`src/rtl/tile_pkg.sv`:
```
// Shared encodings, colours and board geometry for the tile renderer.
package tile_pkg;

    localparam int BOARD_DIM = 4;
    localparam int DIM_BITS  = $clog2(BOARD_DIM);
    localparam int NUM_TILES = BOARD_DIM * BOARD_DIM;

    typedef logic [2*DIM_BITS-1:0] tile_idx_t;

    typedef enum logic [1:0] {
        HIDDEN   = 2'd0,
        REVEALED = 2'd1,
        MATCHED  = 2'd2,
        EMPTY    = 2'd3
    } tile_state_e;

    typedef struct packed {
        tile_state_e state;
        logic [2:0]  sym;
    } tile_entry_t;

    typedef logic [23:0] rgb_t;

    localparam rgb_t BG     = 24'h101010;
    localparam rgb_t BACK   = 24'h2040A0;
    localparam rgb_t WHITE  = 24'hFFFFFF;
    localparam rgb_t CURSOR = 24'hFFFF00;

    localparam rgb_t PALETTE [8] = '{
        24'hFF0000, 24'h00FF00, 24'h0000FF, 24'hFF8000,
        24'h00FFFF, 24'hFF00FF, 24'h8000FF, 24'h80FF80
    };

endpackage

```
`src/rtl/tile_board_regs.sv`:
```
// 16-entry board state file: one write/clear port, one combinational read port.
module tile_board_regs
    import tile_pkg::*;
(
    input  logic        clk_i,
    input  logic        rst_i,
    input  logic        clear_i,
    input  logic        we_i,
    input  tile_idx_t   waddr_i,
    input  tile_entry_t wdata_i,
    input  tile_idx_t   raddr_i,
    output tile_entry_t rdata_o
);

    tile_entry_t mem_q [NUM_TILES];

    // Clear wins over a same-cycle write so a board reset is never half-applied.
    always_ff @(posedge clk_i) begin
        if (rst_i || clear_i) begin
            for (int i = 0; i < NUM_TILES; i++) mem_q[i] <= '0;
        end else if (we_i) begin
            mem_q[waddr_i] <= wdata_i;
        end
    end

    // Read sees the pre-write value during the cycle of a write.
    assign rdata_o = mem_q[raddr_i];

endmodule

```
`src/rtl/tile_pixel_renderer.sv`:
```
// Two-stage pixel colour pipeline for the 4x4 tile board plus frame tick.
module tile_pixel_renderer
    import tile_pkg::*;
#(
    parameter int BOARD_X0   = 192,
    parameter int BOARD_Y0   = 112,
    parameter int TILE_SHIFT = 6,
    parameter int BORDER_PX  = 2
) (
    input  logic       pixelClk,
    input  logic       reset,
    input  logic [9:0] xCoord,
    input  logic [9:0] yCoord,
    input  logic       visible,
    input  logic [3:0] cursor_idx,
    input  logic       tile_we,
    input  logic [3:0] tile_waddr,
    input  logic [4:0] tile_wdata,
    input  logic       clear_board,
    output logic [7:0] VGA_R,
    output logic [7:0] VGA_G,
    output logic [7:0] VGA_B,
    output logic       frame_tick
);

    localparam int TILE_PX = 1 << TILE_SHIFT;
    localparam int SPAN    = BOARD_DIM << TILE_SHIFT;

    typedef logic [TILE_SHIFT+DIM_BITS-1:0] off_t;
    typedef logic [TILE_SHIFT-1:0]          loc_t;

    localparam logic [10:0] X_LO = 11'(BOARD_X0);
    localparam logic [10:0] X_HI = 11'(BOARD_X0 + SPAN);
    localparam logic [10:0] Y_LO = 11'(BOARD_Y0);
    localparam logic [10:0] Y_HI = 11'(BOARD_Y0 + SPAN);
    localparam loc_t        B_LO = loc_t'(BORDER_PX);
    localparam loc_t        B_HI = loc_t'(TILE_PX - BORDER_PX);

    // Stage-1 decode signals
    logic [10:0]         x_ext, y_ext;
    off_t                dx, dy;
    loc_t                lx, ly;
    logic [DIM_BITS-1:0] col, row;
    logic                s1_board_d, s1_board_q;
    logic                s1_border_d, s1_border_q;
    tile_idx_t           s1_idx_d, s1_idx_q;

    // Stage-2 and frame signals
    tile_entry_t         rd_entry;
    rgb_t                rgb_d, rgb_q;
    logic                tick_d, tick_q;
    logic [5:0]          flash_cnt_q;

    // Board-relative geometry; only the low bits of the offsets matter once in-board.
    always_comb begin
        x_ext       = {1'b0, xCoord};
        y_ext       = {1'b0, yCoord};
        dx          = off_t'(xCoord) - off_t'(BOARD_X0);
        dy          = off_t'(yCoord) - off_t'(BOARD_Y0);
        lx          = dx[TILE_SHIFT-1:0];
        ly          = dy[TILE_SHIFT-1:0];
        col         = dx[TILE_SHIFT +: DIM_BITS];
        row         = dy[TILE_SHIFT +: DIM_BITS];
        s1_board_d  = (x_ext >= X_LO) && (x_ext < X_HI) &&
                      (y_ext >= Y_LO) && (y_ext < Y_HI);
        s1_idx_d    = {row, col};
        s1_border_d = (lx < B_LO) || (lx >= B_HI) || (ly < B_LO) || (ly >= B_HI);
    end

    // Stage 1: register the decoded position; reset parks it off-board.
    always_ff @(posedge pixelClk) begin
        if (reset) begin
            s1_board_q  <= 1'b0;
            s1_border_q <= 1'b0;
            s1_idx_q    <= '0;
        end else begin
            s1_board_q  <= s1_board_d;
            s1_border_q <= s1_border_d;
            s1_idx_q    <= s1_idx_d;
        end
    end

    tile_board_regs u_regs (
        .clk_i   (pixelClk),
        .rst_i   (reset),
        .clear_i (clear_board),
        .we_i    (tile_we),
        .waddr_i (tile_waddr),
        .wdata_i (tile_entry_t'(tile_wdata)),
        .raddr_i (s1_idx_q),
        .rdata_o (rd_entry)
    );

    // Colour selection from the tile entry, border ring and flash phase.
    always_comb begin
        rgb_d = BG;
        if (s1_board_q) begin
            if (s1_border_q) begin
                rgb_d = (s1_idx_q == cursor_idx) ? CURSOR : BG;
            end else begin
                case (rd_entry.state)
                    HIDDEN:   rgb_d = BACK;
                    REVEALED: rgb_d = PALETTE[rd_entry.sym];
                    MATCHED:  rgb_d = flash_cnt_q[4] ? WHITE : PALETTE[rd_entry.sym];
                    default:  rgb_d = BG;
                endcase
            end
        end
    end

    // Stage 2: register the chosen colour.
    always_ff @(posedge pixelClk) begin
        if (reset) rgb_q <= BG;
        else       rgb_q <= rgb_d;
    end

    // y==480 at x==0 only happens once per frame since y never exceeds 511.
    assign tick_d = (xCoord == 10'd0) && (yCoord == 10'd480);

    // Frame tick pulse and the flash counter it advances.
    always_ff @(posedge pixelClk) begin
        if (reset) begin
            tick_q      <= 1'b0;
            flash_cnt_q <= '0;
        end else begin
            tick_q <= tick_d;
            if (tick_q) flash_cnt_q <= flash_cnt_q + 6'd1;
        end
    end

    assign frame_tick = tick_q;

    // Blanking must come from visible: yCoord wraps during vblank.
    assign {VGA_R, VGA_G, VGA_B} = visible ? rgb_q : 24'h0;

endmodule

```
`config.mk`:
```
export PLATFORM = sky130hd
export DESIGN_NAME = tile_pixel_renderer
export DESIGN_NICKNAME = d
export VERILOG_FILES = /design/src/rtl/tile_pkg.sv /design/src/rtl/tile_board_regs.sv /design/src/rtl/tile_pixel_renderer.sv
export SDC_FILE = /design/constraint.sdc
export NUM_CORES = 1
export LEC_CHECK = 0
export ABC_AREA = 1
export BUFFER_PORTS_ARGS = -buffer_cell sky130_fd_sc_hd__buf_2
export CORE_UTILIZATION = 35
export CTS_CLUSTER_DIAMETER = 80
export DETAILED_ROUTE_END_ITERATION = 7
export HOLD_SLACK_MARGIN = 0.06
export PLACE_DENSITY_LB_ADDON = 0.1
export SLEW_MARGIN = 5
export SYNTH_ARGS = -nofsm -noshare
export SYNTH_HDL_FRONTEND = slang
export SYNTH_SLANG_ARGS = --single-unit
export TNS_END_PERCENT = 50
```
`constraint.sdc`:
```
create_clock -name pixelClk -period 4.3 [get_ports pixelClk]
set_input_delay 0.86 -clock pixelClk [delete_from_list [all_inputs] [get_ports pixelClk]]
set_output_delay 0.86 -clock pixelClk [all_outputs]
set_load 0.005 [all_outputs]
```
---- Yosys cells after proc, flatten, opt, wreduce, memory -nomap -nowiden ----
Memory sizes are Yosys's and may differ from the RTL's. A register that Yosys moved wholly into a read port is not among the register bits.
Cells that the tools add are included.
word-level totals
  register bits after elaboration ......... 37
  RAM bits ................................ 80
  memory bits (read-only) ................. 192
  input bits .............................. 38
  word-level logic and storage cells ...... 54
  memories ................................ 2
memory list
  memory            words  bits a word  rd ports  clocked after memory_dff  wr ports  line                        source
  (name not given)  8      24           1         0                         0         tile_pixel_renderer.sv:104  MATCHED: rgb_d = flash_cnt_q[4] ? WHITE : PALETTE[rd_entry.sym];
  u_regs.mem_q      16     5            1         1                         16        tile_board_regs.sv:15       tile_entry_t mem_q [NUM_TILES];
operators by class
  $add $sub $neg .......................... 3
  order comparisons ....................... 9
  equality and inequality tests ........... 4
  muxes and demuxes ....................... 16
  bitwise gates (word level) .............. 2
  reduce and logical (&&, ||, !) cells .... 12
operators with widths
  operator             number
  $mux 24              6
  $pmux 24 s3          1
  $lt 10x9->1 const B  2
  $ge 6x6->1 const B   2
  $lt 6x2->1 const B   2
  $eq 10x9->1 const B  1
  $ge 10x7->1 const B  1
  $ge 10x8->1 const B  1
  $logic_not 10->1     1
  $mux 4               2
  $sub 8x7->8 const B  1
  $sub 8x8->8 const B  1
  $add 6x1->6 const B  1
  $mux 1               6
  $mux 5               1
  $reduce_or 5->1      1
  $eq 4x4->1           1
  $ge 4x4->1 const B   1
  $logic_and 1x1->1    4
  $logic_or 1x1->1     4
  $not 3->4            1
  $eq 2x1->1 const B   1
  $eq 2x2->1 const B   1
  $logic_not 2->1      1
  2 further kinds      2

---- Logic depth before layout (Yosys ltp) ----
Gate-level depths: netlist of run 1.
  depth in word-level cells ............... 7
  gate-level depth with buffers ........... 16

---- Cells and area by module ----
A second synthesis of run 1 with hierarchy kept.
unflattened totals
  cells, all modules ...................... 679
  area, all modules ....................... 5,466.5 um^2
by module, submodules not included
  module               times used  cells each  area each (um^2)  sequential area each (um^2)
  tile_board_regs      1           461         4,022.6           2,402.3
  tile_pixel_renderer  1           218         1,443.9           480.5

---- Worst setup path after synthesis of run 1 ----
OpenSTA, ideal clock, no wires.
  path type ............................... in2out
  start ................................... input visible
  end ..................................... output VGA_B[1]
  arrival time ............................ 1.426 ns
  required time ........................... 3.440 ns
  path slack .............................. 2.014 ns
  stages .................................. 4
  buffers on the path ..................... 2
  path through ............................ clkbuf_1 > nand2_1 > inv_1 > buf_4
on the way
  longest elaborated chain between the ends .. 1
RTL lines
  element             line                        source
  start: declaration  tile_pixel_renderer.sv:14   input logic visible,
  $mux 24             tile_pixel_renderer.sv:134  assign {VGA_R, VGA_G, VGA_B} = visible ? rgb_q : 24'h0;
  end: declaration    tile_pixel_renderer.sv:22   output logic [7:0] VGA_B,
No other way between the ends.

---- Worst setup path after layout of run 1 ----
  start ................................... register s1_idx_q[0]
  end ..................................... register rgb_q[14]
on the way
  longest elaborated chain between the ends .. 3
RTL lines
  element                   line                        source
  start: declaration        tile_pixel_renderer.sv:46   tile_idx_t s1_idx_d, s1_idx_q;
  start signal: assignment  tile_pixel_renderer.sv:79   s1_idx_q <= s1_idx_d;
  $eq 4x4->1                tile_pixel_renderer.sv:99   rgb_d = (s1_idx_q == cursor_idx) ? CURSOR : BG;
  $mux 24                   tile_pixel_renderer.sv:99
  $mux 24                   tile_pixel_renderer.sv:98   if (s1_border_q) begin
  end signal: assignment    tile_pixel_renderer.sv:114  else rgb_q <= rgb_d;
  end: declaration          tile_pixel_renderer.sv:50   rgb_t rgb_d, rgb_q;
No other way between the ends.
A chain may end at the register's enable or synchronous reset.

==> qor.tcl, run 1 <==
set qor(final.period_utilization) 0.621
set qor(cp.depth) 12
set qor(p_leak_nw) 2.75
set qor(numCtsBuffers) 9
set qor(cts_root_buf) {clkbuf_16}
set qor(postCtsSetupBuffers) 0
set qor(power.density_nw_per_um2) 385
set qor(initial_core_util) 0.360
set qor(path_cells) {buf_4 -> o21ai_0 -> o221ai_1 -> nand3_1 -> nand2_1 -> inv_1 -> ha_1 -> nand2_1 -> o21ai_0 -> nand2_1 -> nand2_2 -> nand3_1}
set qor(period_minus_slack_ns) 2.67
set qor(cp-startpoint) {s1_idx_q[0]}
set qor(htree_num_levels) 3
set qor(postSynthRegisterBits) 104
set qor(tritoncts) {yes}
set qor(grt_pass1_wl_mm) 20.4
set qor(hold_start) {flash_cnt_q[2]}
set qor(final.setup.tns_ns) 0
set qor(number_of_detailed_routing_iterations_run_before_antenna_repair) 5
set qor(fin_nets) 689
set qor(post_drt_via_cell_ratio) 4.89
set qor(largest_net_degree_at_the_start_of_global_routing) 37
set qor(core_area_sq_um) 14600
set qor(pin_slew_with_the_least_headroom_to_its_limit_ns) 0.803
set qor(final.setup.worst_slack_ns) 1.63
set qor(max-clock-path-buffers) 2
set qor(rr_worst_depth) 12
set qor(synthDistinctLibCells) 39
set qor(max-cap-violations) 0
set qor(timing_worst_setup_path_type) {register to register}
set qor(grt-ovfl-total) 0
set qor(critical_path.n_buffers_inverters) 2
set qor(std_cell_rows) 44
set qor(syn_nets) 647
set qor(area_of_the_mapped_netlist_sq_um) 5250
set qor(slew_viol_final) 0
set qor(post_synth_inst_count) 600
set qor(antenna_left) 0
set qor(area_delta_synth_final_pct) 12.4
set qor(synth_seq_area_share) 0.549
set qor(layout.cells.non_filler) 831
set qor(outcome) {finished clean}
set qor(initialDrtViolationCount) 249
set qor(hold_path_class) {register to register}
set qor(slew_headroom) 0.464
set qor(routed_wl_mm) 12.8
set qor(antenna_found_initial) 0
set qor(place_ws_ns) 1.45
set qor(dp_cells) 815
set qor(crit_path_start_kind) {register}
set qor(antennaDiodeCount) 0
set qor(achievable-frequency_ghz) 0.375
set qor(io_buffer_count) 62
set qor(regToRegEndpoint) {rgb_q[14]}
set qor(crit_path_end) {rgb_q[14]}
set qor(worst_ep_required_time_ns) 4.52
set qor(synth_enable_flop_cells) 80
set qor(cts_hold_buffers) 0
set qor(grt_util_all_layers) 0.173
set qor(globalplace.congestion) 0.817
set qor(i_o_pins) 63
set qor(dp.final_hpwl_mm) 8.91
set qor(ys.warnings.count) 0
set qor(reg2reg_from) {s1_idx_q[0]}
set qor(final.setup_skew_ns) 0.00721
set qor(die_area_sq_um) 15500
set qor(hold_viol_final) 0
set qor(chipWidth_microns) 124
set qor(vdd_drop_max_mv) 0.187
set qor(r2r_setup_slack_ns) 1.63
set qor(setup_viol) 0
set qor(die_height_microns) 124
set qor(route.detailed.drc) 0
set qor(worst_skew_late_latency_ns) 0.35
set qor(syn_avg_cell_area_sq_um) 8.74
set qor(post_route_cells_drive_above_1_share) 0.156
set qor(path_clk_slew_ns) 0.07
set qor(critical_path.max_fanout) 35
set qor(max_stage_delay_ns) 0.62
set qor(critical_path.most_common_cell) {nand2_1}
set qor(worst_path_dominant_cell_family) {flip-flops}
set qor(routed_wire_length_per_instance_microns) 15.4
set qor(via_count) 4063
set qor(crit_slowest_cell) {dfxtp_1}
set qor(worstPathArrival_ns) 2.89
set qor(first_global_vias) 3842
set qor(ctsResizeCount) 0
set qor(unrepaired_setup_endpoints_after_global_routing) {no}
set qor(setup.worst_path.end_class) {register}
set qor(asyncSetResetFlopFracSynth) 0
set qor(final.hold.worst_slack_ns) 0.540
set qor(synth-main-ff-cell) {edfxtp_1}
set qor(numClockSinks) 104
set qor(fill_cells) 1487
## placed cells by master (no fill, tap or decap), types with 9 or more instances in the layout
master and n:
ha_1 9, nor2_1 123, edfxtp_1 80, nand2_1 131
o21ai_0 21, nand3_1 40, dfxtp_1 24, buf_2 62
a21oi_1 9, inv_1 69, clkbuf_16 12
## final cells by class
cell class	instances	area [sq um]	share of cell area
inverter	72	273	0.0463
clock buffer	14	318	0.0539
clock inverter	2	7.51	0.00127
tap	184	230	0.0390
multi-input combinational	390	1850	0.314
sequential	104	2880	0.489
timing repair buffer	65	333	0.0565
## report_power, final
part	leakage, nW	total, mW	internal, mW	switching [mW]
logic	1.51	0.259	0.0798	0.179
clock network	0.167	0.864	0.511	0.353
registers	1.07	1.15	1.12	0.0205
total	2.75	2.27	1.72	0.553
## Yosys cell counts, types with 5 or more instances
library cell,n,area share
nor2_1,123,0.088
buf_2,5,0.0048
clkbuf_1,7,0.0050
ha_1,9,0.021
nand3_1,40,0.038
a21oi_1,9,0.0086
nor3_1,7,0.0067
o21ai_0,21,0.020
inv_1,67,0.048
nand2_1,131,0.094
nor3_2,5,0.0095
dfxtp_1,24,0.092
buf_4,16,0.023
o211ai_1,7,0.010
buf_6,6,0.013
edfxtp_1,80,0.46
## metal layers
metal,routed length (microns),part of all wire,track usage
met1,5780,0.45,0.230
met2,6110,0.48,0.285
met3,670,0.052,0.0249
met4,212,0.017,0.0652
met5,0,0,0
## stage by stage
step | area [sq um] | power (mW) | util
after floorplan | 5250 | 1.34 | -
after global placement | 5570 | 1.42 | 0.382
after detailed placement | 5570 | 1.43 | 0.382
after CTS | 5900 | 2.29 | 0.404
after global routing | 5900 | 2.36 | 0.404
final | 5900 | 2.27 | 0.404
## kinds of logic after synthesis
family,synth area share
AO/OA/AOI/OAI,0.0558
XOR/XNOR,0.00668
adder cells (fa/ha/maj),0.0215
buffers and inverters,0.0975
flip-flops,0.549
AND/OR/NAND/NOR,0.269
## registers in the layout, summed over array words and instances (netlist names)
register	flops
s1_idx_q	4
rgb_q	12
s1_board_q	1
frame_tick	1
u_regs.mem_q	80
s1_border_q	1
flash_cnt_q	5
## worst min path at each step
stage,endpoint,slack (ns),cells after the start
3_5_place_dp,flash_cnt_q[2],0.53,2
3_3_place_gp,flash_cnt_q[1],0.50,1
5_1_grt,flash_cnt_q[0],0.58,2
6_report,flash_cnt_q[2],0.54,2
4_1_cts,flash_cnt_q[2],0.54,2
2_1_floorplan,flash_cnt_q[1],0.49,1
## worst register-to-register path, cell delays in order (launching register included)
cell	delay [ns]
dfxtp_1	0.62
buf_4	0.44
o21ai_0	0.17
o221ai_1	0.27
nand3_1	0.13
nand2_1	0.15
inv_1	0.08
ha_1	0.31
nand2_1	0.05
o21ai_0	0.07
nand2_1	0.09
nand2_2	0.10
nand3_1	0.07
Note: power is estimated with default switching activity, not from simulation.
==> run 2, diff against run 1 <==
==> constraint.sdc (replaced) <==
create_clock -name pixelClk -period 2.8 [get_ports pixelClk]
set_input_delay 0.56 -clock pixelClk [delete_from_list [all_inputs] [get_ports pixelClk]]
set_output_delay 0.56 -clock pixelClk [all_outputs]
set_load 0.005 [all_outputs]
==> run 2 against run 1 <==
Cell count grew 0.48%. Largest cell class unchanged. Sequential cell count unchanged. Clock skew up 0.0069 ns.
==> qor.tcl, run 2 (synthesized netlist as in run 1, its figures left out) <==
set qor(top_register) {u_regs.mem_q}
set qor(intPower_mw) 2.65
set qor(post_route_cells_drive_above_1_share) 0.164
set qor(path_cells) {buf_4 -> inv_2 -> o21ai_0 -> o221ai_1 -> nand3_1 -> nand2_1 -> inv_1 -> ha_1 -> nand2_1 -> o21ai_0 -> nand2_1 -> nand2_2 -> nand3_1}
set qor(pin_slew_with_the_least_headroom_to_its_limit_ns) 0.791
set qor(chipWidth_microns) 124
set qor(std_cell_rows) 44
set qor(tritoncts) {yes}
set qor(hold_viol_final) 0
set qor(route.detailed.drc) 0
set qor(dp.final_hpwl_mm) 9.05
set qor(globalplace.congestion) 0.815
set qor(period_minus_slack_ns) 2.38
set qor(layout.cells.most_common) {nand2_1}
set qor(pwr-share-clk) 0.392
set qor(numCtsBuffers) 9
set qor(antenna_left) 0
set qor(grt_pass1_wl_mm) 20.5
set qor(outcome) {finished clean}
set qor(net-switching-power_uw) 900
set qor(post_drt_via_cell_ratio) 4.85
set qor(achievable-frequency_ghz) 0.421
set qor(fill_cells) 1463
set qor(slew_viol_final) 0
set qor(path_clk_slew_ns) 0.07
set qor(io_buffer_count) 62
set qor(sw_frac_of_total) 0.253
set qor(setup_viol) 0
set qor(routed_wl_mm) 12.8
set qor(final.setup.tns_ns) 0
set qor(final.period_utilization) 0.848
set qor(antennaDiodeCount) 0
set qor(p_leak_nw) 2.75
set qor(cts_root_buf) {clkbuf_16}
set qor(initialDrtViolationCount) 268
set qor(critical_path.most_common_cell) {nand2_1}
set qor(top_regs) {u_regs.mem_q (80), rgb_q (12), flash_cnt_q (5)}
set qor(fin_total_pwr_mw) 3.55
set qor(i_o_pins) 63
set qor(utilization) 0.407
set qor(dp_cells) 819
set qor(numClockSinks) 104
set qor(number_of_detailed_routing_iterations_run_before_antenna_repair) 5
set qor(timing_worst_setup_path_type) {register to register}
set qor(share_seq_of_total_power) 0.493
set qor(via_count) 4052
set qor(highest_count_cells_in_the_layout_ignoring_fill_and_taps) {nand2_1 (131), nor2_1 (123), edfxtp_1 (80)}
set qor(grt-ovfl-total) 0
set qor(area_delta_synth_final_pct) 13.0
set qor(power.density_nw_per_um2) 599
set qor(worst_skew_late_latency_ns) 0.36
set qor(sequential_cell_area_in_the_final_layout_sq_um) 2880
set qor(die_height_microns) 124
set qor(hold_path_class) {input pin to register}
set qor(final.setup_skew_ns) 0.0141
set qor(die_area_sq_um) 15500
set qor(multi_input_comb_area_sq_um) 1850
set qor(fin_nets) 693
set qor(ctsResizeCount) 0
set qor(routed_wire_length_per_instance_microns) 15.4
set qor(unrepaired_setup_endpoints_after_global_routing) {no}
set qor(p_comb_frac) 0.115
set qor(initial_core_util) 0.360
set qor(max-cap-violations) 0
set qor(vdd_drop_max_mv) 0.382
set qor(final.hold.worst_slack_ns) 0.390
set qor(crit_path_start_kind) {register}
set qor(htree_num_levels) 3
set qor(core_area_sq_um) 14600
set qor(slew_headroom) 0.472
set qor(layout.cells.non_filler) 835
set qor(antenna_found_initial) 0
set qor(grt_util_all_layers) 0.174
set qor(max_stage_delay_ns) 0.32
set qor(largest_net_degree_at_the_start_of_global_routing) 37
set qor(postCtsSetupBuffers) 0
set qor(largest_register_ffs) 80
set qor(critical_path.max_fanout) 21
set qor(worstPathArrival_ns) 2.61
set qor(worst_ep_required_time_ns) 3.03
set qor(first_global_vias) 3854
set qor(cts_hold_buffers) 0
set qor(max-clock-path-buffers) 2
set qor(setup.worst_path.end_class) {register}
set qor(crit_slowest_cell) {dfxtp_1}
-- run 2: cell type report --
cell class                      count  share of cell area
Clock buffer                       10              0.0386
Timing Repair Buffer               69              0.0612
Sequential cell                   104               0.486
Tap cell                          184              0.0388
Clock inverter                      6              0.0171
Multi-Input combinational cell    390               0.312
Inverter                           72              0.0460
-- run 2: worst paths after layout --
kind | slack [ns] | from | endpoint | cells after the start
max | 0.42 | s1_idx_q[1] | rgb_q[14] | 13
min | 0.39 | xCoord[6] | s1_idx_q[0] | 2
max reg2reg | 0.42 | s1_idx_q[1] | rgb_q[14] | 13
min reg2reg | 0.53 | frame_tick | flash_cnt_q[1] | 1
-- run 2: power by group through the flow --
stage                     combinational, mW  sequential (mW)  clock, mW
final                                 0.407             1.75       1.39
after global routing                  0.456             1.76       1.48
after CTS                             0.410             1.75       1.43
after detailed placement              0.409             1.79          0
after global placement                0.406             1.79          0
after floorplan                       0.288             1.77          0
-- run 2: worst max-delay path, delay by kind of cell (launching register included) --
family | cells | cell delay, ns
simple gates | 6 | 0.59
compound gates | 3 | 0.48
fa+ha+maj | 1 | 0.31
flops | 1 | 0.32
buf+inv | 3 | 0.53
-- run 2: layer usage --
| layer | up-vias | track usage | share of wire |
|---|---|---|---|
| li1 | 2023 | - | - |
| met1 | 1900 | 0.227 | 0.45 |
| met2 | 119 | 0.282 | 0.48 |
| met3 | 10 | 0.0374 | 0.049 |
| met4 | 0 | 0.0624 | 0.013 |
| met5 | - | 0 | 0 |
-- run 2: stage by stage --
stage	area, sq um	setup slack (ns)
floorplan	5250	0.821
global placement	5600	0.458
detailed placement	5600	0.466
CTS	5930	0.443
global route	5930	0.211
finish	5930	0.424
==> run 3, diff against run 2 <==
==> constraint.sdc (replaced) <==
create_clock -name pixelClk -period 2.2 [get_ports pixelClk]
set_input_delay 0.44 -clock pixelClk [delete_from_list [all_inputs] [get_ports pixelClk]]
set_output_delay 0.44 -clock pixelClk [all_outputs]
set_load 0.005 [all_outputs]
==> run 3 against run 2 <==
Clock skew shrank 0.0029 ns. Non-clock buffer count is 31 higher. Largest cell class unchanged. Hold slack worse by 0.11 ns. Clock-buffer cell count increased by 2.
==> qor.tcl, run 3 (synthesized netlist as in run 1, its figures left out) <==
set qor(outcome) {finished clean}
set qor(crit_slowest_cell) {dfxtp_4}
set qor(first_global_vias) 4005
set qor(utilization) 0.420
set qor(final.hold.worst_slack_ns) 0.281
set qor(max_stage_delay_ns) 0.41
set qor(worstPathArrival_ns) 2.20
set qor(grt_pass1_wl_mm) 20.7
set qor(routed_wire_length_per_instance_microns) 14.5
set qor(final.setup.worst_slack_ns) 0.215
set qor(worst_path_dominant_cell_family) {simple AND/OR/NAND/NOR gates}
set qor(htree_num_levels) 3
set qor(power.density_nw_per_um2) 692
set qor(critical_path.n_buffers_inverters) 2
set qor(timing.hold.worst_path_depth) 2
set qor(setup.worst_path.end_class) {register}
set qor(vdd_drop_max_mv) 0.410
set qor(pin_slew_with_the_least_headroom_to_its_limit_ns) 0.360
set qor(cp.depth) 13
set qor(initial_core_util) 0.360
set qor(max-cap-violations) 0
set qor(area_delta_synth_final_pct) 16.9
set qor(cts_root_buf) {clkbuf_16}
set qor(period_minus_slack_ns) 1.99
set qor(largest_register_ffs) 80
set qor(post_route_cells_drive_above_1_share) 0.205
set qor(die_height_microns) 124
set qor(route.detailed.drc) 0
set qor(i_o_pins) 63
set qor(antenna_found_initial) 0
set qor(io_buffer_count) 62
set qor(final.setup_skew_ns) 0.0112
set qor(dp.final_hpwl_mm) 9.40
set qor(antennaDiodeCount) 0
set qor(setup_viol) 0
set qor(place_ws_ns) -0.0428
set qor(worst_ep_required_time_ns) 2.42
set qor(routed_wl_mm) 12.6
set qor(top_register) {u_regs.mem_q}
set qor(path_clk_slew_ns) 0.07
set qor(hold_viol_final) 0
set qor(via_count) 4041
set qor(post_drt_via_cell_ratio) 4.67
set qor(worst_skew_late_latency_ns) 0.35
set qor(timing_worst_setup_path_type) {register to register}
set qor(number_of_detailed_routing_iterations_run_before_antenna_repair) 5
set qor(critical_path.max_fanout) 16
set qor(std_cell_rows) 44
set qor(path_cells) {buf_4 -> a21oi_1 -> o21ai_0 -> o211ai_1 -> nand3_1 -> nand2_2 -> inv_1 -> ha_4 -> nand2_1 -> o21ai_0 -> nand2_1 -> nand2_2 -> nand3_1}
set qor(final.period_utilization) 0.902
set qor(achievable-frequency_ghz) 0.504
set qor(tritoncts) {yes}
set qor(antenna_left) 0
set qor(p_leak_nw) 2.87
set qor(crit_path_start_kind) {register}
set qor(highest_count_cells_in_the_layout_ignoring_fill_and_taps) {nand2_1 (129), nor2_1 (123), edfxtp_1 (80)}
set qor(core_area_sq_um) 14600
set qor(grt-ovfl-total) 0
set qor(layout.cells.most_common) {nand2_1}
set qor(die_area_sq_um) 15500
set qor(grt_util_all_layers) 0.173
set qor(fin_nets) 724
set qor(numCtsBuffers) 9
set qor(slew_headroom) 0.759
set qor(max-clock-path-buffers) 2
set qor(top_regs) {u_regs.mem_q (80), rgb_q (12), flash_cnt_q (5)}
set qor(fin_total_pwr_mw) 4.24
set qor(initialDrtViolationCount) 221
set qor(globalplace.congestion) 0.838
set qor(unrepaired_setup_endpoints_after_global_routing) {no}
set qor(largest_net_degree_at_the_start_of_global_routing) 24
set qor(chipWidth_microns) 124
set qor(rr_worst_depth) 13
set qor(slew_viol_final) 0
set qor(numClockSinks) 104
set qor(hold_path_class) {input pin to register}
set qor(final.setup.tns_ns) 0
set qor(fill_cells) 1479
run 3: final cells by class:
class,count,area [sq um],share of cell area
well taps,184,230,0.0376
inverters,72,280,0.0457
clock buffers,12,236,0.0386
multi-input cells,390,1870,0.305
repair buffers,100,603,0.0984
flip-flops and latches,104,2890,0.471
clock inverters,4,21.3,0.00347
run 3: report_power, final:
group          switching (mW)  total [mW]  internal [mW]  leakage, nW
Combinational           0.347       0.549          0.201         1.68
Clock                   0.687        1.45          0.762        0.124
Sequential             0.0456        2.24           2.20         1.07
run 3: worst paths after layout:
check	to	slack (ns)	start
setup / recovery	rgb_q[14]	0.21	s1_idx_q[1]
hold / removal	s1_idx_q[0]	0.28	xCoord[6]
setup reg to reg	rgb_q[14]	0.21	s1_idx_q[1]
hold reg to reg	flash_cnt_q[1]	0.53	frame_tick
run 3: repair_timing:
item                       4_1_cts  5_1_grt
hold buffers                     0        0
setup endpoints to repair        7        8
pin swaps                        0        3
resized for setup                2       10
buffers inserted                 0        1
run 3: metal layers:
layer	share of wire	track usage	vias to the layer above	wire, microns
met3	0.030	0.0266	10	374
li1	-	-	2085	-
met1	0.48	0.229	1877	6050
met4	0.013	0.0602	0	158
met5	0	0	-	0
met2	0.48	0.288	69	5990
run 3: worst register-to-register path: cells and delay by family, from the launching register on:
family,cells,cell delay [ns]
buf+inv,2,0.26
flops,1,0.41
fa+ha+maj,1,0.28
compound gates,4,0.37
simple gates,6,0.54
run 3: through the flow:
step           cells  instance area (sq um)
6_report         866                   6130
5_1_grt          866                   6130
4_1_cts          865                   6090
3_5_place_dp     849                   5830
3_3_place_gp     849                   5830
2_1_floorplan    600                   5250
